<file path="config.mk">
export PLATFORM = sky130hd
export DESIGN_NAME = fwd_scoreboard
export DESIGN_NICKNAME = d
export VERILOG_FILES = /design/src/rtl/fwd_scoreboard.sv
export SDC_FILE = /design/constraint.sdc
export NUM_CORES = 1
export LEC_CHECK = 0
export CAP_MARGIN = 20
export CORE_ASPECT_RATIO = 0.6
export CORE_MARGIN = 4
export CORE_UTILIZATION = 45
export DETAILED_ROUTE_END_ITERATION = 10
export PLACE_DENSITY_LB_ADDON = 0.2
export SLEW_MARGIN = 15
export SYNTH_ARGS = -nofsm -noshare
export SYNTH_HDL_FRONTEND = slang
export SYNTH_SLANG_ARGS = --single-unit
export TNS_END_PERCENT = 20
</file>
<file path="constraint.sdc">
create_clock -name clk -period 1.75 [get_ports clk]
set_input_delay 0.175 -clock clk [delete_from_list [all_inputs] [get_ports clk]]
set_output_delay 0.175 -clock clk [all_outputs]
set_load 0.03 [all_outputs]
</file>
<file path="src/rtl/fwd_scoreboard.sv">
// Hazard scoreboard for a 5-stage pipeline: tracks E/M/W destination tags,
// raises stall on Tuse/Tnew conflicts and on a busy mult/div unit, and
// drives the D, E and M forwarding mux selects combinationally.
module fwd_scoreboard (
   input  logic       clk,
   input  logic       reset,
   input  logic [4:0] D_rs,
   input  logic [4:0] D_rt,
   input  logic [1:0] D_tuse_rs,
   input  logic [1:0] D_tuse_rt,
   input  logic [4:0] D_A3,
   input  logic [1:0] D_tnew,
   input  logic       D_md_start,
   input  logic       D_md_is_div,
   input  logic       D_md_use,
   output logic       stall,
   output logic [1:0] FW_D_rs,
   output logic [1:0] FW_D_rt,
   output logic [1:0] FW_E_rs,
   output logic [1:0] FW_E_rt,
   output logic [1:0] FW_M_rt,
   output logic       md_busy
);

   // E keeps the whole tag plus the mult/div launch info. Downstream only
   // the fields that still feed a decision are kept: M needs rt (store
   // data), A3 and tnew; W's tnew is always 0 and its sources are dead, so
   // only its A3 survives.
   typedef struct packed {
      logic [4:0] rs;
      logic [4:0] rt;
      logic [4:0] a3;
      logic [1:0] tnew;
      logic       md_start;
      logic       md_div;
   } e_tag_t;

   typedef struct packed {
      logic [4:0] rt;
      logic [4:0] a3;
      logic [1:0] tnew;
   } m_tag_t;

   localparam logic [3:0] MULT_CYC = 4'd5;
   localparam logic [3:0] DIV_CYC  = 4'd10;

   e_tag_t     e_q, e_d;
   m_tag_t     m_q, m_d;
   logic [4:0] w_a3_q, w_a3_d;
   logic [3:0] mdc_q, mdc_d;
   logic       stall_data, stall_md;

   // $0 is hard-wired, so a write to it never creates a dependency.
   function automatic logic hit(input logic [4:0] a3, input logic [4:0] s);
      return (s != 5'd0) && (a3 == s);
   endfunction

   // A source stalls when a producer still in E or M delivers later than
   // the consumer needs it; tuse == 3 marks an unused source.
   function automatic logic src_stall(input logic [4:0] s, input logic [1:0] tuse,
                                      input e_tag_t e, input m_tag_t m);
      if (tuse == 2'd3) return 1'b0;
      return (hit(e.a3, s) && (e.tnew > tuse)) || (hit(m.a3, s) && (m.tnew > tuse));
   endfunction

   // D-stage select: youngest stage whose result is already available.
   function automatic logic [1:0] fwd_d(input logic [4:0] s, input e_tag_t e,
                                        input m_tag_t m, input logic [4:0] w_a3);
      if (hit(e.a3, s) && (e.tnew == 2'd0)) return 2'd3;
      if (hit(m.a3, s) && (m.tnew == 2'd0)) return 2'd2;
      if (hit(w_a3, s))                     return 2'd1;
      return 2'd0;
   endfunction

   // E-stage select: M result (if ready) beats W result.
   function automatic logic [1:0] fwd_e(input logic [4:0] s, input m_tag_t m,
                                        input logic [4:0] w_a3);
      if (hit(m.a3, s) && (m.tnew == 2'd0)) return 2'd2;
      if (hit(w_a3, s))                     return 2'd1;
      return 2'd0;
   endfunction

   // Stall and forwarding selects, combinational from tags and D inputs.
   always_comb begin
      md_busy    = (mdc_q != 4'd0) || e_q.md_start;
      stall_md   = (D_md_start || D_md_use) && md_busy;
      stall_data = src_stall(D_rs, D_tuse_rs, e_q, m_q) ||
                   src_stall(D_rt, D_tuse_rt, e_q, m_q);
      stall      = stall_data || stall_md;
      FW_D_rs    = fwd_d(D_rs, e_q, m_q, w_a3_q);
      FW_D_rt    = fwd_d(D_rt, e_q, m_q, w_a3_q);
      FW_E_rs    = fwd_e(e_q.rs, m_q, w_a3_q);
      FW_E_rt    = fwd_e(e_q.rt, m_q, w_a3_q);
      FW_M_rt    = {1'b0, hit(w_a3_q, m_q.rt)};
   end

   // Next tags: D enters E unless stalled (bubble), E/M/W always advance;
   // the MDU counter launches from E and otherwise drains to zero.
   always_comb begin
      e_d = '0;
      if (!stall) begin
         e_d.rs       = D_rs;
         e_d.rt       = D_rt;
         e_d.a3       = D_A3;
         e_d.tnew     = D_tnew;
         e_d.md_start = D_md_start;
         e_d.md_div   = D_md_is_div;
      end
      m_d.rt   = e_q.rt;
      m_d.a3   = e_q.a3;
      m_d.tnew = (e_q.tnew != 2'd0) ? e_q.tnew - 2'd1 : 2'd0;
      w_a3_d   = m_q.a3;
      mdc_d    = mdc_q;
      if (e_q.md_start)        mdc_d = e_q.md_div ? DIV_CYC : MULT_CYC;
      else if (mdc_q != 4'd0)  mdc_d = mdc_q - 4'd1;
   end

   // Pipeline tag and counter registers; reset aborts everything in flight.
   always_ff @(posedge clk) begin
      if (reset) begin
         e_q    <= '0;
         m_q    <= '0;
         w_a3_q <= '0;
         mdc_q  <= '0;
      end else begin
         e_q    <= e_d;
         m_q    <= m_d;
         w_a3_q <= w_a3_d;
         mdc_q  <= mdc_d;
      end
   end

endmodule

</file>
==> reports/qor.yml, run 1 <==
cts_tree: "done"
crit_path_start: "m_q[0]$_SDFF_PP0_"
antenna_violations_before_repair: 0
layout_worst_path_cycle_share: 1.17
nNetsFinal: 369
gp_congestion: 0.903
fin_util: 0.722
synth.ff_latch_count: 40
p_leak_nw: 1.58
worstPathMaxFanout: 2
synthToLayoutAreaGrowth_pct: 53.9
starting_density: 0.469
vdd.ir_drop.worst_mv: 0.723
die_area_sq_mm: 0.00656
yosys_warnings: 0
failed_checks: "setup timing"
clk_pin_slew_ns: 0.08
final-instance-count-excl-fill: 399
worst-endpoint-required_ns: 1.57
setup.worst_path.class: "reg -> out"
crit_path_top_delay_cell: "dfxtp_2"
postSynthCellCount: 255
antennaDiodeCount: 0
first_pass_iters: 5
worst_r2r_src: "e_q[3]$_SDFF_PP0_"
synth_cell_types: 38
clock.fmax_ghz: 0.487
min_period_ns: 2.05
grt_overflow_total: 0
timing.final.setup_violations: 25
tritoncts.num_buffers: 5
worst_hold_slack_ns: 0.403
globalRouteTotalUtil: 0.211
layout-drive-gt1-share: 0.459
ctsLongestPathBuffers: 2
hold_path_class: "in -> reg"
detail_route.wl_per_cell_microns: 18.2
final.setup.worst_slack_ns: -0.303
cts_sinks: 40
port_buffers: 36
row_count: 20
cp_data_arrival_time_ns: 1.88
postRouteWirelength_microns: 7280
detail_route.iter0.violations: 126
skew_final_ns: 0.00491
timing.critical_path.cells: "inv_2 -> ha_1 -> a22oi_2 -> o211ai_1 -> o211ai_2 -> or2_4 -> buf_6"
mappedNetlistArea_sq_mm: 0.00238
commonest_non_fill_non_tap_cells_in_the_layout: "buf_4, xor2_1, dfxtp_1"
postSynthNetCount: 292
cap_viol_max_count: 0
pin_count_of_the_biggest_net_entering_global_routing: 41
vias_in_the_first_global_route: 2009
syn_avg_cell_area_sq_um: 9.34
route.antenna.remaining_nets: 0
grt_setup_unrepaired: "true"
report.final.hold_viol_count: 0
grt_pass1_wl_microns: 10600
power.density_mw_per_mm2: 1130
core-area_sq_mm: 0.00508
cts_root_buffer_type: "clkbuf_8"
layout.cells.most_common: "buf_4"
worst_path_max_stage_delay_ns: 0.35
vias_per_cell: 5.36
sequential_to_total_area_share_from_yosys_stat: 0.336
cpLargestDelayFamily: "compound AO/OA/AOI/OAI gates"
cts_hold_repair.buffers: 0
status: "complete, but fails checks"
timing.critical_path.to_type: "output pin"
ios: 38
die_height_microns: 64.4
placement_setup_slack_ns: -0.504
hold_path.startpoint: "D_A3[1]"
drcViolationCount: 0
vias: 2140
crit_buf_inv: 2
numPlacedInstances: 384
critical_path.startpoint_type: "register"
drv_slew: 0
clock_tree.htree_level_count: 2
detailedPlacementHpwl_microns: 5050
die-width_microns: 102
clock_latency_ns: 0.30
report_power, final:
| group | total (mW) | internal, mW | switching, mW | leakage [nW] |
|---|---|---|---|---|
| Sequential | 1.25 | 1.08 | 0.180 | 0.337 |
| Clock | 0.790 | 0.430 | 0.360 | 0.0548 |
| Combinational | 2.09 | 1.02 | 1.06 | 1.19 |
layout make-up:
type / count / area [sq um]
inverter: 18 / 70.1
fill: 342 / 1410
sequential: 40 / 841
clock buffer: 5 / 68.8
clock inverter: 3 / 46.3
multi-input combinational: 178 / 1750
timing repair buffer: 89 / 810
tap: 66 / 82.6
what timing repair did:
| item | CTS | global route |
|---|---|---|
| endpoints found under the setup margin | 29 | 30 |
| cloned | 0 | 1 |
| resized for setup | 54 | 44 |
| setup buffers | 1 | 7 |
| pin swaps | 24 | 24 |
through the flow:
step	power [mW]	setup TNS (ns)	instance area, sq um
finish	4.13	-2.23	3670
detailed placement	3.08	-10.09	3160
global placement	3.05	-8.75	3160
CTS	3.96	-1.88	3430
global route	4.34	-3.42	3670
floorplan	2.45	-0.0153	2490
worst register-to-register path: stages (launching register included):
cell	delay (ns)
dfxtp_4	0.37
ha_4	0.22
nor2b_1	0.13
o211ai_1	0.24
o2bb2ai_2	0.13
buf_4	0.15
buf_6	0.13
buf_4	0.14
nor4b_2	0.26
cells in the mapped netlist:
library cell / number / area [sq um]
o21ai_0: 3 / 15.0
nor2_2: 1 / 6.26
a311oi_1: 1 / 8.76
o211a_1: 1 / 10.0
xor2_1: 36 / 315
o2bb2ai_1: 1 / 8.76
a222oi_1: 1 / 10.0
o211ai_2: 1 / 12.5
a221oi_1: 1 / 8.76
conb_1: 1 / 3.75
or2_1: 1 / 6.26
buf_2: 1 / 5.00
a21oi_1: 5 / 25.0
nor4b_2: 11 / 165
xnor2_1: 20 / 175
buf_4: 1 / 7.51
inv_1: 18 / 67.6
nor4b_1: 1 / 8.76
buf_1: 2 / 7.51
nand4bb_1: 1 / 11.3
nand4_1: 5 / 31.3
dfxtp_1: 40 / 801
nand2b_1: 2 / 12.5
nor2_1: 9 / 33.8
nand2_1: 6 / 22.5
nand3_1: 4 / 20.0
clkbuf_1: 10 / 37.5
nor2b_1: 17 / 106
buf_6: 3 / 33.8
nor3_1: 11 / 55.1
or4_1: 5 / 37.5
and2_1: 1 / 6.26
o211ai_1: 3 / 22.5
clkbuf_8: 2 / 27.5
a22oi_1: 2 / 15.0
nor4_1: 15 / 93.8
ha_1: 11 / 138
a32o_1: 1 / 10.0
state kept, by name, summed over array words and instances (netlist names):
register and flops:
w_a3_q 5, m_q 7, mdc_q 4, w_a3_d 5, e_q 19
path summary, 6_finish.rpt:
kind	slack, ns	to	cells past startpoint
setup / recovery	-0.30	stall	7
hold / removal	0.40	e_q[5]$_SDFF_PP0_	3
setup reg to reg	-0.10	e_q[15]$_SDFF_PP0_	8
hold reg to reg	0.50	m_q[0]$_SDFF_PP0_	1
kinds of logic after synthesis:
| family | Yosys count | synth area share |
|---|---|---|
| DFF | 40 | 0.336 |
| AOI/OAI and AO/OA | 20 | 0.0614 |
| xor gates and xnor gates | 56 | 0.206 |
| buffers and inverters | 37 | 0.0783 |
| adders and majority gates | 11 | 0.0578 |
| other | 1 | 0.00157 |
| and+or+nand+nor | 90 | 0.259 |
layer usage:
metal,GRT usage,share of wire
met1,0.322,0.46
met2,0.293,0.42
met3,0.0611,0.10
met4,0.0393,0.018
met5,0,0
No activity file was read; power rests on OpenSTA's default activity.
==> inputs of run 2 (changes only) <==
- CORE_UTILIZATION: 45 -> 48
==> run 2 against run 1 <==
Against the previous run:
- the flow still finishes with violations (setup timing)
- utilization grew 4.9 points
- setup slack worse by 0.040 ns
- die area shrank 5.6%
- critical path depth unchanged
- design area down 1.5%
- critical path type unchanged
- largest cell class unchanged
- highest routed layer unchanged
==> reports/qor.yml, run 2 (synthesis gave the netlist of run 1 again) <==
largest_registers: "e_q x19, m_q x7"
timing.critical_path.cells: "buf_4 -> xnor2_1 -> nand3_1 -> nor4_1 -> nand2_1 -> a32o_2 -> buf_6"
starting_density: 0.509  # +0.0397
hold_path_class: "in -> reg"
vias_per_cell: 5.44  # +1.5%
crit_path_top_delay_cell: "dfxtp_2"
vdd.ir_drop.worst_mv: 0.789  # +9.1%
die-width_microns: 99.0  # -2.9%
grt_overflow_total: 0  # unchanged
tritoncts.num_buffers: 5  # unchanged
largest_register_ff_count: 19  # unchanged
vias_in_the_first_global_route: 2113  # +5.2%
worst_path_max_stage_delay_ns: 0.36  # about the same
grt_setup_unrepaired: "true"
cts_hold_repair.buffers: 0  # unchanged
ctsLongestPathBuffers: 2  # unchanged
skew_final_ns: 0.00237  # -0.00254 ns
cts_root_buffer_type: "clkbuf_8"
failed_checks: "setup timing"
setup-tns-final_ns: -3.58  # -1.35 ns
critical_path.startpoint_type: "register"
postRouteWirelength_microns: 7190  # -1.1%
p_leak_nw: 1.62  # +2.3%
clock_latency_ns: 0.29  # about the same
seqCellArea_sq_um: 840  # -0.15%
route.antenna.remaining_nets: 0  # unchanged
cp_data_arrival_time_ns: 1.92  # +0.04 ns
die_area_sq_mm: 0.00619  # -5.6%
detail_route.iter0.violations: 130  # +3.2%
vias: 2177  # +1.7%
layout_worst_path_cycle_share: 1.20  # +0.0230
gp_congestion: 0.880  # -2.6%
ios: 38  # unchanged
setup.worst_path.class: "reg -> out"
commonest_non_fill_non_tap_cells_in_the_layout: "buf_4, xor2_1, dfxtp_2"
cts_tree: "done"
min_period_ns: 2.09  # +0.0402 ns
worstPathMaxFanout: 3  # +1
layout.cells.most_common: "buf_4"
footprint_of_the_multi_input_gates_sq_mm: 0.00167  # -4.3%
clock.fmax_ghz: 0.478  # -1.9%
drv_slew: 0  # unchanged
report.final.hold_viol_count: 0  # unchanged
antennaDiodeCount: 0  # unchanged
fillers: 290  # -15%
detailedPlacementHpwl_microns: 4990  # -1.2%
core-area_sq_mm: 0.00468  # -7.8%
nNetsFinal: 373  # +1.1%
final.setup.worst_slack_ns: -0.343  # -0.0402 ns
cpLargestDelayFamily: "simple AND/OR/NAND/NOR gates"
cts_sinks: 40  # unchanged
pin_count_of_the_biggest_net_entering_global_routing: 41  # unchanged
registers.top_by_ff_count: "e_q"
worst-endpoint-required_ns: 1.57  # about the same
row_count: 19  # -5.0%
die_height_microns: 62.6  # -2.8%
cap_viol_max_count: 0  # unchanged
globalRouteTotalUtil: 0.225  # +0.0141
antenna_violations_before_repair: 0  # unchanged
timing.final.setup_violations: 28  # +12%
synthToLayoutAreaGrowth_pct: 51.6
clk_pin_slew_ns: 0.08  # about the same
clock_tree.htree_level_count: 2  # unchanged
drcViolationCount: 0  # unchanged
timing.critical_path.to_type: "output pin"
placement_setup_slack_ns: -0.474  # +0.0296 ns
status: "complete, but fails checks"
first_pass_iters: 4  # -1
grt_pass1_wl_microns: 11000  # +3.5%
layout-drive-gt1-share: 0.451  # -0.00842
placement.cell_area_sq_mm: 0.00316  # about the same
detail_route.wl_per_cell_microns: 18.0  # -1.4%
numPlacedInstances: 384  # unchanged
crit_buf_inv: 2  # unchanged
final-instance-count-excl-fill: 400  # +0.25%
final_area_sq_mm: 0.00361  # -1.5%
port_buffers: 36  # unchanged
power.density_mw_per_mm2: 1160  # +2.7%
-- run 2: cell types whose count changed in the layout (fill, tap and decap cells not counted), sizes merged --
cell / change
clkbuf: -1
clkinv: +1
dlygate4sd2: -5
clkinvlp: -1
clkdlybuf4s50: +3
dlymetal6s2s: +1
buf: +4
inv: -1
clkdlybuf4s15: +3
-- run 2: path summary, 6_finish.rpt --
path	from	depth (start not counted)	slack, ns	to
setup / recovery	w_a3_d[2]$_SDFF_PP0_	7	-0.34	FW_D_rs[0]
hold / removal	D_rt[4]	2	0.33	e_q[13]$_SDFF_PP0_
setup reg to reg	m_q[1]$_SDFF_PP0_	9	-0.13	e_q[1]$_SDFF_PP0_
hold reg to reg	e_q[2]$_SDFF_PP0_	1	0.43	m_q[0]$_SDFF_PP0_
-- run 2: metal layers --
metal,up-vias,track usage,share of wire
met4,0,0.0528,0.012
met2,94,0.329,0.44
li1,1034,-,-
met3,9,0.0580,0.12
met5,-,0,0
met1,1040,0.330,0.43
-- run 2: metrics by stage --
| stage | hold slack (ns) | util | total power [mW] |
|---|---|---|---|
| floorplan | 0.294 | - | 2.45 |
| global placement | 0.414 | 0.675 | 3.03 |
| detailed placement | 0.420 | 0.675 | 3.08 |
| CTS | 0.389 | 0.746 | 4.04 |
| global route | 0.317 | 0.771 | 4.40 |
| finish | 0.333 | 0.771 | 4.18 |
-- run 2: power by group --
part | switching, mW | total [mW] | leakage (nW) | internal [mW]
Combinational | 1.07 | 2.13 | 1.22 | 1.06
Sequential | 0.166 | 1.25 | 0.339 | 1.08
Clock | 0.335 | 0.801 | 0.0614 | 0.466
Total | 1.57 | 4.18 | 1.62 | 2.61
-- run 2: cell type report --
cell class | count | area share
tap | 63 | 0.0218
inverter | 18 | 0.0187
clock inverter | 2 | 0.0107
timing repair buffer | 93 | 0.230
multi-input combinational | 178 | 0.463
sequential | 40 | 0.232
clock buffer | 6 | 0.0229
-- run 2: worst register-to-register path, delay by kind of cell (launching register included) --
| family | cells | cell delay, ns |
|---|---|---|
| buffers and inverters | 4 | 0.53 |
| and+or+nand+nor | 2 | 0.37 |
| AOI/OAI and AO/OA | 2 | 0.36 |
| DFF | 1 | 0.33 |
| adders and majority gates | 1 | 0.20 |
-- run 2: what timing repair did --
item / CTS / global route
setup buffers: 4 / 4
pin swaps: 23 / 8
endpoints found under the setup margin: 30 / 30
resized for setup: 71 / 24
